--- src/rtl/jtkicker_objrom_pkg.sv ---
// rtl/jtkicker_objrom_pkg.sv - shared widths and FSM state encodings for the object ROM responder
package jtkicker_objrom_pkg;

    localparam int SDRAM_AW = 22;
    localparam int DW       = 32;
    localparam int BEAT_W   = 16;

    localparam logic [2:0] ST_IDLE    = 3'd0;
    localparam logic [2:0] ST_REQ     = 3'd1;
    localparam logic [2:0] ST_WAIT_LO = 3'd2;
    localparam logic [2:0] ST_WAIT_HI = 3'd3;
    localparam logic [2:0] ST_PF_REQ  = 3'd4;
    localparam logic [2:0] ST_PF_LO   = 3'd5;
    localparam logic [2:0] ST_PF_HI   = 3'd6;

endpackage

--- src/rtl/jtkicker_objrom_entry.sv ---
// rtl/jtkicker_objrom_entry.sv - one cached 32-bit word: tag/valid/data with hit compare, load and clear
module jtkicker_objrom_entry
    import jtkicker_objrom_pkg::*;
#(
    parameter int AW = 12
) (
    input  logic          clk,
    input  logic          rst,
    input  logic          clr,
    input  logic          load,
    input  logic          load_valid,
    input  logic [AW-1:0] load_tag,
    input  logic [DW-1:0] load_data,
    input  logic [AW-1:0] cmp_addr,
    output logic          hit,
    output logic          valid,
    output logic [AW-1:0] tag,
    output logic [DW-1:0] data
);

    assign hit = valid && (tag == cmp_addr);

    always_ff @(posedge clk) begin
        if (rst) begin
            valid <= 1'b0;
            tag   <= '0;
            data  <= '0;
        end else begin
            if (clr) begin
                valid <= 1'b0;
            end
            // a clear in the same cycle as a load still wins over validity
            if (load) begin
                valid <= load_valid & ~clr;
                tag   <= load_tag;
                data  <= load_data;
            end
        end
    end

endmodule

--- src/rtl/jtkicker_objrom_resp.sv ---
// rtl/jtkicker_objrom_resp.sv - object ROM fetch responder, 32-bit words from a 16-bit SDRAM bank
// Optional next-word prefetch with a second entry: JTKICKER_OBJROM_PREFETCH_EN
module jtkicker_objrom_resp
    import jtkicker_objrom_pkg::*;
#(
    parameter int                  AW   = 12,
    parameter logic [SDRAM_AW-1:0] BASE = 22'h0
) (
    input  logic                clk,
    input  logic                rst,
    input  logic                rom_cs,
    input  logic [AW-1:0]       rom_addr,
    output logic [DW-1:0]       rom_data,
    output logic                rom_ok,
    input  logic                prog_en,
    output logic [SDRAM_AW-1:0] sdram_addr,
    output logic                sdram_req,
    input  logic                sdram_ack,
    input  logic                sdram_dst,
    input  logic [BEAT_W-1:0]   sdram_din
);

    logic [2:0]        state;
    logic [AW-1:0]     fill_addr;
    logic [BEAT_W-1:0] lo_beat;
    logic              fill_dis;
    logic              done;
    logic              load_valid;
    logic [DW-1:0]     fill_data;
    logic              hit;

    logic              hit0;
    logic              valid0;
    logic [AW-1:0]     tag0;
    logic [DW-1:0]     data0;

    assign sdram_req  = (state == ST_REQ) || (state == ST_PF_REQ);
    assign sdram_addr = BASE + SDRAM_AW'({fill_addr, 1'b0});
    assign done       = sdram_dst && ((state == ST_WAIT_HI) || (state == ST_PF_HI));
    // a burst that overlapped a ROM download carries stale data
    assign load_valid = ~fill_dis & ~prog_en;
    assign fill_data  = {sdram_din, lo_beat};
    assign rom_ok     = rom_cs & hit;

`ifdef JTKICKER_OBJROM_PREFETCH_EN
    logic              hit1;
    logic              valid1;
    logic [AW-1:0]     tag1;
    logic [DW-1:0]     data1;
    logic              fill_sel;
    logic              mru;
    logic [AW-1:0]     next_addr;
    logic              next_present;

    jtkicker_objrom_entry #(.AW(AW)) u_entry0 (
        .clk        (clk),
        .rst        (rst),
        .clr        (prog_en),
        .load       (done & ~fill_sel),
        .load_valid (load_valid),
        .load_tag   (fill_addr),
        .load_data  (fill_data),
        .cmp_addr   (rom_addr),
        .hit        (hit0),
        .valid      (valid0),
        .tag        (tag0),
        .data       (data0)
    );

    jtkicker_objrom_entry #(.AW(AW)) u_entry1 (
        .clk        (clk),
        .rst        (rst),
        .clr        (prog_en),
        .load       (done & fill_sel),
        .load_valid (load_valid),
        .load_tag   (fill_addr),
        .load_data  (fill_data),
        .cmp_addr   (rom_addr),
        .hit        (hit1),
        .valid      (valid1),
        .tag        (tag1),
        .data       (data1)
    );

    assign hit          = hit0 | hit1;
    assign rom_data     = hit1 ? data1 : data0;
    assign next_addr    = fill_addr + AW'(1);
    // only the entry not being filled can already hold the following word
    assign next_present = fill_sel ? (valid0 && (tag0 == next_addr))
                                   : (valid1 && (tag1 == next_addr));
`else
    logic unused_entry;

    jtkicker_objrom_entry #(.AW(AW)) u_entry0 (
        .clk        (clk),
        .rst        (rst),
        .clr        (prog_en),
        .load       (done),
        .load_valid (load_valid),
        .load_tag   (fill_addr),
        .load_data  (fill_data),
        .cmp_addr   (rom_addr),
        .hit        (hit0),
        .valid      (valid0),
        .tag        (tag0),
        .data       (data0)
    );

    assign hit          = hit0;
    assign rom_data     = data0;
    assign unused_entry = &{1'b0, valid0, tag0};
`endif

    always_ff @(posedge clk) begin
        if (rst) begin
            state     <= ST_IDLE;
            fill_addr <= '0;
            lo_beat   <= '0;
            fill_dis  <= 1'b0;
`ifdef JTKICKER_OBJROM_PREFETCH_EN
            fill_sel  <= 1'b0;
            mru       <= 1'b0;
`endif
        end else begin
`ifdef JTKICKER_OBJROM_PREFETCH_EN
            if (rom_ok) begin
                mru <= hit1;
            end
`endif
            case (state)
                ST_IDLE: begin
                    if (rom_cs && !hit && !prog_en) begin
                        state     <= ST_REQ;
                        fill_addr <= rom_addr;
                        fill_dis  <= 1'b0;
`ifdef JTKICKER_OBJROM_PREFETCH_EN
                        fill_sel  <= ~mru;
`endif
                    end
                end
                ST_REQ: begin
                    // a strobe arriving with the ack is the low beat
                    if (sdram_ack) begin
                        if (sdram_dst) begin
                            lo_beat <= sdram_din;
                            state   <= ST_WAIT_HI;
                        end else begin
                            state   <= ST_WAIT_LO;
                        end
                    end else if (prog_en) begin
                        state <= ST_IDLE;
                    end
                end
                ST_WAIT_LO: begin
                    if (sdram_dst) begin
                        lo_beat <= sdram_din;
                        state   <= ST_WAIT_HI;
                    end
                end
                ST_WAIT_HI: begin
                    if (sdram_dst) begin
                        state <= ST_IDLE;
`ifdef JTKICKER_OBJROM_PREFETCH_EN
                        mru   <= fill_sel;
                        if (rom_cs && !prog_en && !next_present) begin
                            state     <= ST_PF_REQ;
                            fill_addr <= next_addr;
                            fill_sel  <= ~fill_sel;
                            fill_dis  <= 1'b0;
                        end
`endif
                    end
                end
`ifdef JTKICKER_OBJROM_PREFETCH_EN
                ST_PF_REQ: begin
                    if (sdram_ack) begin
                        if (sdram_dst) begin
                            lo_beat <= sdram_din;
                            state   <= ST_PF_HI;
                        end else begin
                            state   <= ST_PF_LO;
                        end
                    end else if (prog_en) begin
                        state <= ST_IDLE;
                    end
                end
                ST_PF_LO: begin
                    if (sdram_dst) begin
                        lo_beat <= sdram_din;
                        state   <= ST_PF_HI;
                    end
                end
                ST_PF_HI: begin
                    if (sdram_dst) begin
                        state <= ST_IDLE;
                    end
                end
`endif
                default: begin
                    state <= ST_IDLE;
                end
            endcase
            if (prog_en) begin
                fill_dis <= 1'b1;
            end
        end
    end

endmodule
--- config.mk ---
export PLATFORM = sky130hd
export DESIGN_NAME = jtkicker_objrom_resp
export DESIGN_NICKNAME = d
export VERILOG_FILES = /design/src/rtl/jtkicker_objrom_pkg.sv /design/src/rtl/jtkicker_objrom_entry.sv /design/src/rtl/jtkicker_objrom_resp.sv
export SDC_FILE = /design/constraint.sdc
export NUM_CORES = 1
export LEC_CHECK = 0
export CAP_MARGIN = 40
export CORE_ASPECT_RATIO = 1.2
export CORE_MARGIN = 4
export CORE_UTILIZATION = 51
export DETAILED_ROUTE_END_ITERATION = 8
export PLACE_DENSITY_LB_ADDON = 0.25
export SYNTH_ARGS = -nofsm -noshare
export SYNTH_HDL_FRONTEND = slang
export SYNTH_SLANG_ARGS = --single-unit
--- constraint.sdc ---
create_clock -name clk -period 2.98 [get_ports clk]
set_clock_uncertainty 0.15 [all_clocks]
set_input_delay 0.596 -clock clk [delete_from_list [all_inputs] [get_ports clk]]
set_output_delay 0.596 -clock clk [all_outputs]
set_load 0.02 [all_outputs]
==> results.md, run 1 <==
- Status: complete, no violations
- Global-route wire length before repair: 11.5 mm
- Setup bufs post-CTS: 0
- Area Overhead vs Synth: 33.9%
- F_max: 0.359 GHz
- Largest net degree at the start of global routing: 52
- Crit Reg-Reg Startpoint: u_entry0.tag[1]
- Hold Path Class: reg -> reg
- Deepest clock path buffer count: 2
- Number of global-route vias before repair: 2,512
- Mapped cell area: 3100 sq um
- DRT antenna net count: 0
- TritonCTS clock tree: done
- Final WS setup: 196 ps
- Total Routing Usage GR: 19.7%
- Worst Path Arrival: 2040 ps
- Clock Latency Late Sink: 340 ps
- Chip Width: 79.1 microns
- Clk slew on worst S/H paths: 80 ps
- Unique cell type count in the Yosys netlist: 29
- Number of setup violations in the final report: 0
- N_diodes: 0
- Unrepaired setup endpoints after global routing: no
- Placed insts: 495
- Crit Path Category: in -> out
- P per Cell Area: 532 nW/um^2
- Fin crit share: 93.4%
- Maximum vdd drop: 0.000363 V
- Place WS: -297 ps
- Relative slew slack: 46.8%
- Starting DRT DRC Count: 105
- CTS buffer count: 9
- Non-Filler Instances: 511
- Clock Sinks: 76
- Routability cong.: 0.738
- YS warnings: 0
- Vias per cell: 5.04
- FP Rows: 30
- Crit path launch: rom_addr[6]
- Shortest period the worst path allows: 2780 ps
- DRC viols: 0
- Die H: 93.3 microns
- Fin. Hold Viols: 0
- Max-cap violations: 0
- Hold Crit Start: lo_beat[7]
- Grt ovf: 0
- Layout Nets: 460
- Synthesized area per cell: 8.82 sq um
- Root Driver: clkbuf_8
- CTS H-tree depth: 3
- Total of fill cells in the finished design: 480
- Required @ worst endpoint: 2230 ps
- Initial antenna violation count: 0
- Pins Over Slew Limit: 0
- Routed wire length: 7.03 mm
- Post-DP HPWL: 4.91 mm
- Vias: 2,577
- Pre-antenna DRT Iters: 4
- IO Port Bufs: 79
- Cts hold-fix bufs: 0
- Lkg Pwr: 0.00155 uW
- CP endpoint kind: output port
- Core area: 5780 sq um
- # IOs: 90
- Worst-Margin Slew: 798 ps
- CP Launch Type: input pin
- Ratio of cells with drive above 1 in the final layout: 8.35%
- Crit path max fanout: 2
- Most frequent cells in the layout: nand2_1, clkdlybuf4s50_1, dfxtp_1, a21oi_1, mux2i_1
- Die area: 7390 sq um
- Starting Density: 53.5%
- Most common cell after layout, fill and taps aside: nand2_1
- Yosys reg bits: 76
- Seq/Total Area, Yosys: 49.2%
- DR WL/cell: 13.8 microns
- Syn Inst Count: 351
-- worst paths after layout --
kind	end	slack [ps]	depth (start not counted)
max	rom_ok	200	6
min	u_entry0.data[7]	300	2
max reg2reg	fill_addr[6]	920	7
min reg2reg	u_entry0.data[7]	300	2
-- registers in the layout (all words and copies together), names as in the netlist --
name	count
fill_addr	12
fill_dis	1
lo_beat	16
state	2
u_entry0.data	32
u_entry0.tag	12
u_entry0.valid	1
-- synth_stat cells (all sizes together) --
library cell	instances	area, sq um
nor2	19	71.3
dfxtp	76	1520
a21oi	47	235
and2	2	15.0
o41ai	1	8.76
nand3b	1	7.51
nand4	2	12.5
nor3	2	15.0
nand3	2	10.0
and3	1	6.26
nor4	2	42.5
or2b	3	22.5
xnor2	12	105
a31oi	1	6.26
nand2b	23	144
clkbuf	17	63.8
conb	1	3.75
mux2i	28	280
nor2b	3	26.3
o21ai	1	16.3
buf	16	135
nand2	90	338
xor2	1	8.76
-- report_power, final --
| part | internal [uW] | switching [uW] | total (uW) |
|---|---|---|---|
| Clock | 562 | 393 | 955 |
| Combinational | 102 | 98.3 | 200 |
| Sequential | 1030 | 16.6 | 1050 |
-- cell type report --
| cell class | count | area [sq um] | area share (%) |
|---|---|---|---|
| Clock buffer | 9 | 124 | 2.99 |
| Clock inverter | 7 | 124 | 2.99 |
| Sequential cell | 76 | 1520 | 36.7 |
| Multi-Input combinational cell | 251 | 1420 | 34.3 |
| Timing Repair Buffer | 88 | 852 | 20.6 |
| Tap cell | 80 | 100 | 2.42 |
-- per-stage QoR --
step	hold WS [ps]	TNS [ps]	area, sq um	util, %	total power (uW)
detailed placement	296	-297	3890	67.4	1270
CTS	301	0	4140	71.7	2220
global placement	289	-355	3880	67.2	1270
global route	330	0	4140	71.7	2280
finish	297	0	4140	71.7	2210
floorplan	282	0	3130	-	1200
-- cells by family (layout without fill, tap and decap cells) --
logic type	count (synthesis)	in the layout	synth area share, %
flip-flops	76	76	49.2
multiplexers	28	28	9.05
buffers and inverters	33	104	6.43
AO/OA/AOI/OAI	50	50	8.61
AND/OR/NAND/NOR	150	150	23.0
other	1	10	0.121
XOR/XNOR	13	13	3.68
-- what timing repair did --
| action | CTS | global route |
|---|---|---|
| pin swaps | 0 | 2 |
| setup endpoints to repair | 1 | 1 |
| resized for setup | 3 | 2 |
| endpoints found under the hold margin | 0 | 0 |
-- routing by layer --
metal	share of wire, %	track usage, %	vias up
met5	0	0	-
met4	2.1	9.31	0
met3	6.7	5.49	13
met2	48	31.9	80
met1	43	24.1	1218
li1	-	-	1266
-- worst max-delay path, stage by stage --
cell,delay (ps)
clkdlybuf4s50_1,500
xnor2_1,120
nand3_1,160
nor4_4,330
and2_1,160
buf_2,160
Note: power is estimated with default switching activity, not from simulation.
==> run 2, diff against run 1 <==
--- a/config.mk
+++ b/config.mk
@@ -8,9 +8,10 @@
 export CAP_MARGIN = 40
 export CORE_ASPECT_RATIO = 1.2
 export CORE_MARGIN = 4
-export CORE_UTILIZATION = 51
+export CORE_UTILIZATION = 38
 export DETAILED_ROUTE_END_ITERATION = 8
 export PLACE_DENSITY_LB_ADDON = 0.25
 export SYNTH_ARGS = -nofsm -noshare
 export SYNTH_HDL_FRONTEND = slang
 export SYNTH_SLANG_ARGS = --single-unit
+export TNS_END_PERCENT = 50
==> run 2 against run 1 <==
  * Sequential share of layout area about the same
  * Via count shrank 3.8%
  * Sequential power barely moved
  * First-iteration DRC count shrank 21%
  * Combinational power about the same
  * Critical path type unchanged
  * Core utilization down 19 points
  * Clock power fell by 8.6%
==> results.md, run 2 (same netlist as run 1, synthesis figures left out) <==
- Ratio of cells with drive above 1 in the final layout: 7.46% (was 8.35%)
- CTS buffer count: 9 (unchanged)
- Die H: 107 microns (was 93.3 microns)
- Fin. Hold Viols: 0 (unchanged)
- Starting DRT DRC Count: 83 (was 105)
- Lkg Pwr: 0.00153 uW (was 0.00155 uW)
- Core area: 7790 sq um (was 5780 sq um)
- Top reg by flops: u_entry0.data (unchanged)
- CTS H-tree depth: 3 (unchanged)
- Post-route cell area: 4140 sq um (about the same)
- TritonCTS clock tree: done (unchanged)
- Status: complete, no violations (unchanged)
- CP endpoint kind: output port (unchanged)
- P per Cell Area: 512 nW/um^2 (was 532 nW/um^2)
- Global-route wire length before repair: 11.7 mm (was 11.5 mm)
- Number of setup violations in the final report: 0 (unchanged)
- Total of fill cells in the finished design: 747 (was 480)
- N_diodes: 0 (unchanged)
- Hold Path Class: reg -> reg (unchanged)
- DRT antenna net count: 0 (unchanged)
- Layout Nets: 458 (was 460)
- Number of global-route vias before repair: 2,482 (was 2,512)
- Reg2Reg Setup Slack: 1040 ps (was 920 ps)
- Deepest clock path buffer count: 2 (unchanged)
- Grt ovf: 0 (unchanged)
- Max-cap violations: 0 (unchanged)
- Setup bufs post-CTS: 0 (unchanged)
- Maximum vdd drop: 0.000271 V (was 0.000363 V)
- Post-DP HPWL: 4.97 mm (was 4.91 mm)
- IO Port Bufs: 79 (unchanged)
- # IOs: 90 (unchanged)
- Post-DP Area: 3920 sq um (was 3890 sq um)
- Routed wire length: 7.11 mm (was 7.03 mm)
- Routability cong.: 0.775 (was 0.738)
- Shortest period the worst path allows: 2790 ps (was 2780 ps)
- Largest regs: u_entry0.data: 32 flops, lo_beat: 16 flops (unchanged)
- Max FFs per register: 32 (unchanged)
- F_max: 0.359 GHz (about the same)
- Worst-Margin Slew: 533 ps (was 798 ps)
- Die area: 9660 sq um (was 7390 sq um)
- Root Driver: clkbuf_8 (unchanged)
- Pins Over Slew Limit: 0 (unchanged)
- Chip Width: 90.4 microns (was 79.1 microns)
- FP Rows: 35 (was 30)
- Pre-antenna DRT Iters: 6 (was 4)
- Unrepaired setup endpoints after global routing: no (unchanged)
- Starting Density: 39.7% (was 53.5%)
- Most common cell after layout, fill and taps aside: nand2_1 (unchanged)
- Clock Sinks: 76 (unchanged)
- Clk slew on worst S/H paths: 80 ps (about the same)
- Total Routing Usage GR: 15.1% (was 19.7%)
- Layout Utilization: 53.1% (was 71.7%)
- CP Launch Type: input pin (unchanged)
- Area Overhead vs Synth: 33.8% (was 33.9%)
- Crit Path Category: in -> out (unchanged)
- Relative slew slack: 64.5% (was 46.8%)
- Vias: 2,478 (was 2,577)
- Worst Path Arrival: 2040 ps (about the same)
- Crit path max fanout: 2 (unchanged)
- Largest net degree at the start of global routing: 38 (was 52)
- Fin crit share: 93.5% (was 93.4%)
- Clock Latency Late Sink: 340 ps (about the same)
- Required @ worst endpoint: 2230 ps (about the same)
- DR WL/cell: 13.6 microns (was 13.8 microns)
- Cts hold-fix bufs: 0 (unchanged)
- Initial antenna violation count: 0 (unchanged)
- DRC viols: 0 (unchanged)
- Most frequent cells in the layout: nand2_1, clkdlybuf4s50_1, dfxtp_1, a21oi_1, mux2i_1 (unchanged)
- Vias per cell: 4.76 (was 5.04)
==> run 2: routing by layer <==
layer	part of all wire (%)	vias to the layer above	GRT usage, %
met2	48	56	25.3
met4	0.46	0	4.92
met3	6.1	4	6.25
li1	-	1261	-
met1	46	1157	17.6
met5	0	-	0
==> run 2: worst paths after layout <==
check,start,end,cells after the start
max reg2reg,u_entry0.tag[0],fill_addr[3],7
min reg2reg,lo_beat[5],u_entry0.data[5],2
max,rom_addr[1],rom_ok,6
min,lo_beat[5],u_entry0.data[5],2
==> run 2: stage by stage <==
| step | hold slack, ps | setup TNS, ps | total power [uW] | worst slack (ps) | cells |
|---|---|---|---|---|---|
| global placement | 291 | -797 | 1270 | -241 | 504 |
| global route | 325 | 0 | 2220 | 107 | 521 |
| floorplan | 282 | 0 | 1200 | 741 | 360 |
| CTS | 302 | 0 | 2160 | 13.5 | 521 |
| finish | 296 | 0 | 2120 | 193 | 521 |
| detailed placement | 295 | -263 | 1270 | -263 | 505 |
==> run 2: report_power, final <==
group          internal (uW)  total (uW)  switching [uW]  leakage (uW)
logic                    101         198            96.8      0.000811
registers               1030        1050            16.1      0.000614
clock network            498         873             375      0.000110
total                   1630        2120             488       0.00153
==> run 2: area by class of cell <==
class | instances | area (sq um) | area share, %
clock buffer | 11 | 141 | 3.41
clock inverter | 5 | 85.1 | 2.06
multi-input combinational | 251 | 1420 | 34.2
sequential | 76 | 1520 | 36.7
tap | 92 | 115 | 2.78
timing repair buffer | 86 | 862 | 20.8
==> run 2: critical path, cell delays in order <==
cell             delay, ps
clkdlybuf4s50_1        490
xnor2_1                130
nand3_1                170
nor4_4                 330
and2_1                 160
clkbuf_2               160
==> run 2: repair_timing <==
item	in CTS	in global routing
pin swaps	0	0
hold endpoints to repair	0	0
resized for setup	1	2
endpoints found under the setup margin	1	1
